File: config.mk
export PLATFORM = sky130hd
export DESIGN_NAME = pipe_hazard_ctrl
export DESIGN_NICKNAME = d
export VERILOG_FILES = /design/src/rtl/pipe_hazard_ctrl_pkg.sv /design/src/rtl/pipe_fwd_sel.sv /design/src/rtl/pipe_hazard_ctrl.sv
export SDC_FILE = /design/constraint.sdc
export NUM_CORES = 1
export LEC_CHECK = 0
export CORE_MARGIN = 1
export CORE_UTILIZATION = 51
export DETAILED_ROUTE_END_ITERATION = 7
export GPL_ROUTABILITY_DRIVEN = 0
export MAX_ROUTING_LAYER = met4
export PLACE_DENSITY = 0.82
export SETUP_SLACK_MARGIN = 0.05
export SKIP_CTS_REPAIR_TIMING = 1
export SKIP_LAST_GASP = 1
export SYNTH_ARGS = -nofsm -noshare
export SYNTH_HDL_FRONTEND = slang
export SYNTH_SLANG_ARGS = --single-unit
File: constraint.sdc
create_clock -name clk -period 2.62 [get_ports clk]
set_input_delay 0.393 -clock clk [delete_from_list [all_inputs] [get_ports clk]]
set_output_delay 0.393 -clock clk [all_outputs]
set_load 0.03 [all_outputs]
File: src/rtl/pipe_hazard_ctrl_pkg.sv
// Shared types for the pipeline hazard controller.
// Slot record, D-side FSM states and forward-select helpers.
package pipe_hazard_ctrl_pkg;

  localparam int REG_W = 5;
  localparam int FWD_REGFILE = 0;

  typedef struct packed {
    logic             valid;
    logic [REG_W-1:0] rs1;
    logic [REG_W-1:0] rs2;
    logic [REG_W-1:0] rd;
    logic             rs1_rd;
    logic             rs2_rd;
    logic             wb;
    logic             load;
    logic             store;
    logic             branch;
  } slot_t;

  typedef enum logic [1:0] {
    D_IDLE,
    D_WAIT,
    D_DONE
  } d_state_t;

  function automatic int fw_width(input int n);
    return $clog2(n) + 1;
  endfunction

endpackage

File: src/rtl/pipe_fwd_sel.sv
// Youngest-match forwarding scan for one source operand.
// Reports load-use when the nearest producer is a too-young load.
module pipe_fwd_sel
  import pipe_hazard_ctrl_pkg::*;
#(
  parameter int NUM_SLOTS = 4,
  parameter int LOAD_FWD_SLOT = 2,
  localparam int FW = fw_width(NUM_SLOTS)
) (
  input  logic                             en,
  input  logic [REG_W-1:0]                 rs,
  input  logic [NUM_SLOTS-1:1]             cand,
  input  logic [NUM_SLOTS-1:1]             is_ld,
  input  logic [NUM_SLOTS-1:1][REG_W-1:0]  rd_v,
  output logic [FW-1:0]                    sel,
  output logic                             load_use
);

  logic          hit;
  logic          hit_ld;
  logic [FW-1:0] hit_k;

  // Scan oldest to youngest so the youngest producer wins.
  always_comb begin
    hit    = 1'b0;
    hit_ld = 1'b0;
    hit_k  = '0;
    for (int k = NUM_SLOTS - 1; k >= 1; k--) begin
      if (cand[k] && rd_v[k] == rs) begin
        hit    = 1'b1;
        hit_k  = FW'(k);
        hit_ld = is_ld[k] && (k < LOAD_FWD_SLOT);
      end
    end
  end

  // x0 and unread operands always take the register file.
  always_comb begin
    sel      = FW'(FWD_REGFILE);
    load_use = 1'b0;
    if (en && rs != '0 && hit) begin
      if (hit_ld) load_use = 1'b1;
      else        sel      = hit_k;
    end
  end

endmodule

File: src/rtl/pipe_hazard_ctrl.sv
// RV32I hazard/sequencing controller: forward, stall, flush, D-side.
// Optional perf counters under PIPE_HAZARD_PERF_EN.
module pipe_hazard_ctrl
  import pipe_hazard_ctrl_pkg::*;
#(
  parameter int NUM_SLOTS = 4,
  parameter int BR_SLOT = 1,
  parameter int MEM_SLOT = 2,
  parameter int LOAD_FWD_SLOT = 2,
  localparam int FW = fw_width(NUM_SLOTS)
) (
  input  logic                 clk,
  input  logic                 rst,
  input  logic                 dec_valid,
  input  logic [REG_W-1:0]     dec_rs1,
  input  logic [REG_W-1:0]     dec_rs2,
  input  logic [REG_W-1:0]     dec_rd,
  input  logic                 dec_rs1_rd,
  input  logic                 dec_rs2_rd,
  input  logic                 dec_wb,
  input  logic                 dec_load,
  input  logic                 dec_store,
  input  logic                 dec_branch,
  input  logic                 br_taken,
  input  logic                 i_resp,
  input  logic                 d_resp,
  output logic [NUM_SLOTS-1:0] stall,
  output logic [NUM_SLOTS-1:0] bubble,
  output logic [NUM_SLOTS-1:0] slot_valid,
  output logic [FW-1:0]        fwd1_sel,
  output logic [FW-1:0]        fwd2_sel,
  output logic                 d_read,
  output logic                 d_write,
  output logic                 wb_en,
  output logic [REG_W-1:0]     wb_rd
`ifdef PIPE_HAZARD_PERF_EN
  ,
  output logic [31:0]          perf_stall_cnt,
  output logic [31:0]          perf_loaduse_cnt,
  output logic [31:0]          perf_flush_cnt
`endif
);

  if (!(BR_SLOT >= 1 && BR_SLOT < MEM_SLOT &&
        MEM_SLOT <= LOAD_FWD_SLOT &&
        LOAD_FWD_SLOT <= NUM_SLOTS - 1 &&
        NUM_SLOTS >= 3)) begin : g_bad_params
    $error("pipe_hazard_ctrl: illegal slot parameters");
  end

  // A taken branch squashes everything younger than it,
  // including the instruction arriving from decode.
  localparam logic [NUM_SLOTS-1:0] FLUSH_MASK =
    NUM_SLOTS'((1 << (BR_SLOT + 1)) - 1);

  slot_t [NUM_SLOTS-1:0] slots;
  slot_t                 dec_slot;
  d_state_t              d_st;
  d_state_t              d_st_nxt;

  logic mem_op;
  logic d_busy;
  logic stall_all;
  logic flush;
  logic lu1;
  logic lu2;
  logic load_use;
  logic unused_tail;

  logic [NUM_SLOTS-1:1]            cand;
  logic [NUM_SLOTS-1:1]            is_ld;
  logic [NUM_SLOTS-1:1][REG_W-1:0] rd_v;

  // Pack decode inputs into a slot record.
  always_comb begin
    dec_slot        = '0;
    dec_slot.valid  = dec_valid;
    dec_slot.rs1    = dec_rs1;
    dec_slot.rs2    = dec_rs2;
    dec_slot.rd     = dec_rd;
    dec_slot.rs1_rd = dec_rs1_rd;
    dec_slot.rs2_rd = dec_rs2_rd;
    dec_slot.wb     = dec_wb;
    dec_slot.load   = dec_load;
    dec_slot.store  = dec_store;
    dec_slot.branch = dec_branch;
  end

  // Producer candidates seen by the forward scanners.
  always_comb begin
    for (int k = 1; k < NUM_SLOTS; k++) begin
      cand[k]  = slots[k].valid && slots[k].wb;
      is_ld[k] = slots[k].load;
      rd_v[k]  = slots[k].rd;
    end
  end

  pipe_fwd_sel #(
    .NUM_SLOTS    (NUM_SLOTS),
    .LOAD_FWD_SLOT(LOAD_FWD_SLOT)
  ) u_fwd1 (
    .en      (slots[0].valid && slots[0].rs1_rd),
    .rs      (slots[0].rs1),
    .cand    (cand),
    .is_ld   (is_ld),
    .rd_v    (rd_v),
    .sel     (fwd1_sel),
    .load_use(lu1)
  );

  pipe_fwd_sel #(
    .NUM_SLOTS    (NUM_SLOTS),
    .LOAD_FWD_SLOT(LOAD_FWD_SLOT)
  ) u_fwd2 (
    .en      (slots[0].valid && slots[0].rs2_rd),
    .rs      (slots[0].rs2),
    .cand    (cand),
    .is_ld   (is_ld),
    .rd_v    (rd_v),
    .sel     (fwd2_sel),
    .load_use(lu2)
  );

  // Global hold: I-side miss or D-side op still outstanding.
  always_comb begin
    mem_op = slots[MEM_SLOT].valid &&
             (slots[MEM_SLOT].load || slots[MEM_SLOT].store);
    d_busy = mem_op && d_st != D_DONE && !d_resp;
    stall_all = !i_resp || d_busy;
    flush = slots[BR_SLOT].valid && slots[BR_SLOT].branch &&
            br_taken;
    load_use = lu1 || lu2;
  end

  // Per-slot hold and bubble; flush beats load-use.
  always_comb begin
    stall  = '0;
    bubble = '0;
    if (stall_all) begin
      stall = '1;
    end else if (flush) begin
      bubble = FLUSH_MASK;
    end else if (load_use) begin
      stall[0]  = 1'b1;
      bubble[1] = 1'b1;
    end
  end

  // Memory request, writeback and slot status outputs.
  always_comb begin
    d_read  = slots[MEM_SLOT].valid && slots[MEM_SLOT].load &&
              d_st != D_DONE;
    d_write = slots[MEM_SLOT].valid && slots[MEM_SLOT].store &&
              d_st != D_DONE;
    wb_en   = slots[NUM_SLOTS-1].valid && slots[NUM_SLOTS-1].wb;
    wb_rd   = wb_en ? slots[NUM_SLOTS-1].rd : '0;
    for (int k = 0; k < NUM_SLOTS; k++) begin
      slot_valid[k] = slots[k].valid;
    end
  end

  assign unused_tail = ^slots[NUM_SLOTS-1];

  // Slot shift register with hold, bubble and squash.
  always_ff @(posedge clk) begin
    if (rst) begin
      slots <= '0;
    end else if (!stall_all) begin
      for (int k = NUM_SLOTS - 1; k >= 1; k--) begin
        slots[k] <= bubble[k] ? '0 : slots[k-1];
      end
      if (bubble[0])     slots[0] <= '0;
      else if (stall[0]) slots[0] <= slots[0];
      else               slots[0] <= dec_slot;
    end
  end

  // D-side state register.
  always_ff @(posedge clk) begin
    if (rst) d_st <= D_IDLE;
    else     d_st <= d_st_nxt;
  end

  // D-side next state; DONE blocks re-issue until advance.
  always_comb begin
    d_st_nxt = d_st;
    unique case (d_st)
      D_IDLE: begin
        if (mem_op) begin
          if (!d_resp)     d_st_nxt = D_WAIT;
          else if (i_resp) d_st_nxt = D_IDLE;
          else             d_st_nxt = D_DONE;
        end
      end
      D_WAIT: begin
        if (d_resp) d_st_nxt = i_resp ? D_IDLE : D_DONE;
      end
      D_DONE: begin
        if (!stall_all) d_st_nxt = D_IDLE;
      end
      default: d_st_nxt = D_IDLE;
    endcase
  end

`ifdef PIPE_HAZARD_PERF_EN
  // Saturating event counters.
  always_ff @(posedge clk) begin
    if (rst) begin
      perf_stall_cnt   <= '0;
      perf_loaduse_cnt <= '0;
      perf_flush_cnt   <= '0;
    end else begin
      if (stall_all && perf_stall_cnt != '1)
        perf_stall_cnt <= perf_stall_cnt + 32'd1;
      if (!stall_all && !flush && load_use &&
          perf_loaduse_cnt != '1)
        perf_loaduse_cnt <= perf_loaduse_cnt + 32'd1;
      if (!stall_all && flush && perf_flush_cnt != '1)
        perf_flush_cnt <= perf_flush_cnt + 32'd1;
    end
  end
`endif

endmodule

==> results.py <==
metrics = {
    "outcome": {
        "outcome": "finished, final reports clean",
    },
    "route": {
        "detail_route.drc_violations": 0,
        "drt_iter0_drc": 142,
        "routed_via_density": 5.46,
        "post_drt_wl_per_cell_microns": 14.2,
        "drt_first_pass_iters": 4,
        "final_routed_wirelength_microns": 5930,
        "dr_total_vias": 2281,
        "drtAntennaViolNets": 0,
    },
    "synth": {
        "synthArstFlopShare_pct": 0,
        "synth_compound_gate_area_share_pct": 16.8,
        "postSynth.topFlopCell": "dfxtp_1",
        "synth_top_family_by_area": "simple AND/OR/NAND/NOR gates",
        "post_synth_and_or_nand_nor_area_fraction_pct": 23.5,
        "number_of_enable_flip_flop_cells_after_synthesis": 0,
        "synth_fa_ha_area_share_pct": 0,
        "synth.area.mux_share_pct": 2.32,
        "synth.lib_cells_used.distinct": 36,
        "yosys_warnings": 0,
        "synth_area_per_cell_sq_um": 8.43,
        "postSynthCellCount": 307,
        "synth.yosys.seq_area_share_pct": 38.7,
        "post_synth_instance_area_sq_um": 2590,
        "postSynthRegisterBits": 50,
        "synth-xor-area-share_pct": 10.1,
    },
    "critical_path": {
        "cp_max_fo": 5,
        "worst_path_cell_chain": "xor2_1, nor4_1, nand4_1, nor2b_1, nor3_1, dlymetal6s2s_1",
        "worst_setup_path_start_kind": "flip-flop",
        "worst_ep_arrival_time_ps": 2120,
        "worstSetupEndpointType": "primary output",
        "timing_worst_setup_path_type": "flip-flop to primary output",
        "cp_data_required_time_ps": 2230,
        "cpMaxStageDelayCell": "dfxtp_1",
        "slowest_stage_delay_on_critical_path_ps": 530,
    },
    "timing": {
        "report.final.hold_viol_count": 0,
        "setup_tns_ps": 0,
        "timing.final.crit_share_pct": 95.8,
        "final.min_clock_period_ps": 2510,
        "max_slew_margin_pct": 49.2,
        "maxClockFrequency_mhz": 398,
        "setup_viol": 0,
        "rsz_0062_raised_after_global_routing": "true",
        "fin_skew_ps": 6.54,
        "slew_viol_final": 0,
        "tightestPinTransition_ps": 760,
    },
    "placed_design": {
        "place_area_sq_um": 3100,
        "port_buffers": 48,
        "post_detail_place_hpwl_microns": 4150,
    },
    "grt": {
        "number_of_global_route_vias_before_repair": 2100,
        "antenna_found_initial": 0,
        "grt_pass1_wl_microns": 9790,
        "grtUsageTotal_pct": 24.9,
        "pin_count_of_the_biggest_net_entering_global_routing": 51,
        "overflow": 0,
    },
    "finish": {
        "antennaDiodeCount": 0,
        "layout-drive-gt1-share_pct": 16.5,
        "final_nets": 377,
        "stdcell_area_sq_um": 3220,
        "area_grow_syn2layout_pct": 24.4,
        "n_fill_cell": 423,
    },
    "die": {
        "floorplan_die_width_microns": 73.2,
        "core.rowCount": 25,
        "die_height_microns": 73.2,
        "initial_core_util_pct": 53.7,
        "die-area_sq_um": 5360,
        "fp.coreArea_sq_um": 4820,
        "design.portCount": 53,
    },
    "run": {
        "timing.max_cap.violations": 0,
    },
    "cts": {
        "cts-buffers-inserted": 5,
        "htreeDepth": 2,
        "max-clock-path-buffers": 2,
        "tritoncts_clock_tree": "yes",
        "clock_latency_on_the_worst_skew_pair_ps": 310,
        "clkSlewWorstSetupHoldPaths_ps": 90,
        "clock_tree.root_cell": "clkbuf_8",
        "clkSinkCount": 50,
    },
    "min_path": {
        "worst_hold_path_type": "flip-flop to flip-flop",
    },
    "power": {
        "p_leak_nw": 1.28,
        "max-vdd-ir-drop_uv": 359,
        "power.density_cell_area_nw_per_um2": 474,
    },
}
Yosys cell counts (5+ instances only):
| library cell | number | share of area, % |
|---|---|---|
| nor4_1 | 5 | 1.2 |
| o31ai_2 | 11 | 5.3 |
| nand3_1 | 20 | 3.9 |
| clkbuf_1 | 11 | 1.6 |
| dfxtp_1 | 50 | 39 |
| xnor2_1 | 20 | 6.8 |
| xor2_1 | 10 | 3.4 |
| a21oi_1 | 18 | 3.5 |
| buf_4 | 11 | 3.2 |
| and3_1 | 7 | 1.7 |
| inv_1 | 11 | 1.6 |
| o32ai_1 | 6 | 2.0 |
| mux2i_1 | 6 | 2.3 |
| o22ai_1 | 7 | 1.7 |
| nand2_1 | 67 | 9.7 |
| nor3_1 | 6 | 1.2 |
| nand4_1 | 6 | 1.5 |
logic make-up (layout without fill, tap and decap cells):
logic type	after synthesis	count (layout)
muxes	6	6
xor gates and xnor gates	30	30
DFF	50	50
AOI/OAI and AO/OA	52	52
other	1	4
buffers and inverters	42	83
and+or+nand+nor	126	126
cell usage in the layout, fill, tap and decap left out, types with 2 or more instances in the layout:
| master | instances |
|---|---|
| nand2_1 | 67 |
| dfxtp_1 | 46 |
| clkdlybuf4s50_1 | 38 |
| xnor2_1 | 20 |
| nand3_1 | 20 |
| a21oi_1 | 18 |
| buf_4 | 18 |
| inv_1 | 11 |
| o31ai_2 | 11 |
| xor2_1 | 10 |
| and3_1 | 7 |
| o22ai_1 | 7 |
| nand4_1 | 6 |
| o32ai_1 | 6 |
| mux2i_1 | 6 |
| clkbuf_8 | 6 |
| nor3_1 | 5 |
| nor2_1 | 4 |
| conb_1 | 4 |
| dlymetal6s2s_1 | 4 |
| dfxtp_2 | 4 |
| nor4_1 | 3 |
| o32ai_2 | 3 |
| nand3b_1 | 2 |
| or4_1 | 2 |
| o211ai_2 | 2 |
| inv_2 | 2 |
| or4_4 | 2 |
| nor4_2 | 2 |
| nor2b_1 | 2 |
| clkinv_4 | 2 |
| clkbuf_2 | 2 |
where the power goes:
part / switching (W) / total (W) / internal (W)
clock network: 0.000265 / 0.000483 / 0.000218
registers: 0.0000310 / 0.000820 / 0.000789
logic: 0.000117 / 0.000223 / 0.000105
total: 0.000414 / 0.00153 / 0.00111
metal layers:
layer	up-vias	routed length [microns]	track usage [%]
li1	1142	-	-
met1	1057	2740	31.2
met2	69	2710	39.0
met3	13	352	4.83
met4	0	119	10.9
met5	-	0	-
cell type report:
type                       instances  area [sq um]  area share [%]
inverter                          13          48.8            1.52
tap                               67          83.8            2.60
multi-input combinational        218          1410            43.6
clock inverter                     2          17.5           0.544
timing repair buffer              62           576            17.9
sequential                        50          1010            31.2
clock buffer                       6          82.6            2.57
final timing paths:
path,to,slack [ps],cells past startpoint,startpoint
worst max-delay path,fwd1_sel[1],110,6,slots[16]
worst min-delay path,slots[45],460,2,slots[23]
worst max register to register,slots[1],430,6,slots[12]
worst min register to register,slots[45],460,2,slots[23]
per-stage QoR:
stage | std cells | utilization, % | setup slack, ps | hold slack, ps | power [W]
2_1_floorplan | 310 | - | 239 | 423 | 0.000977
3_3_place_gp | 410 | 64.3 | 62.6 | 443 | 0.00105
3_5_place_dp | 410 | 64.3 | 14.4 | 445 | 0.00105
4_1_cts | 418 | 66.4 | -303 | 459 | 0.00153
5_1_grt | 418 | 66.8 | -29.0 | 484 | 0.00159
6_report | 418 | 66.8 | 109 | 463 | 0.00153
registers in the layout (all words and copies together), names as in the netlist:
register and cells:
slots 27, rd_v 15, slot_valid 4, d_st 2, is_ld 2
worst max-delay path, delay by kind of cell, from the launching register on:
kind                      cells  cell delay, ps
buffers and inverters         1             320
xor gates and xnor gates      1             110
and+or+nand+nor               4             830
DFF                           1             530
Power figures use the tool's default switching activity.
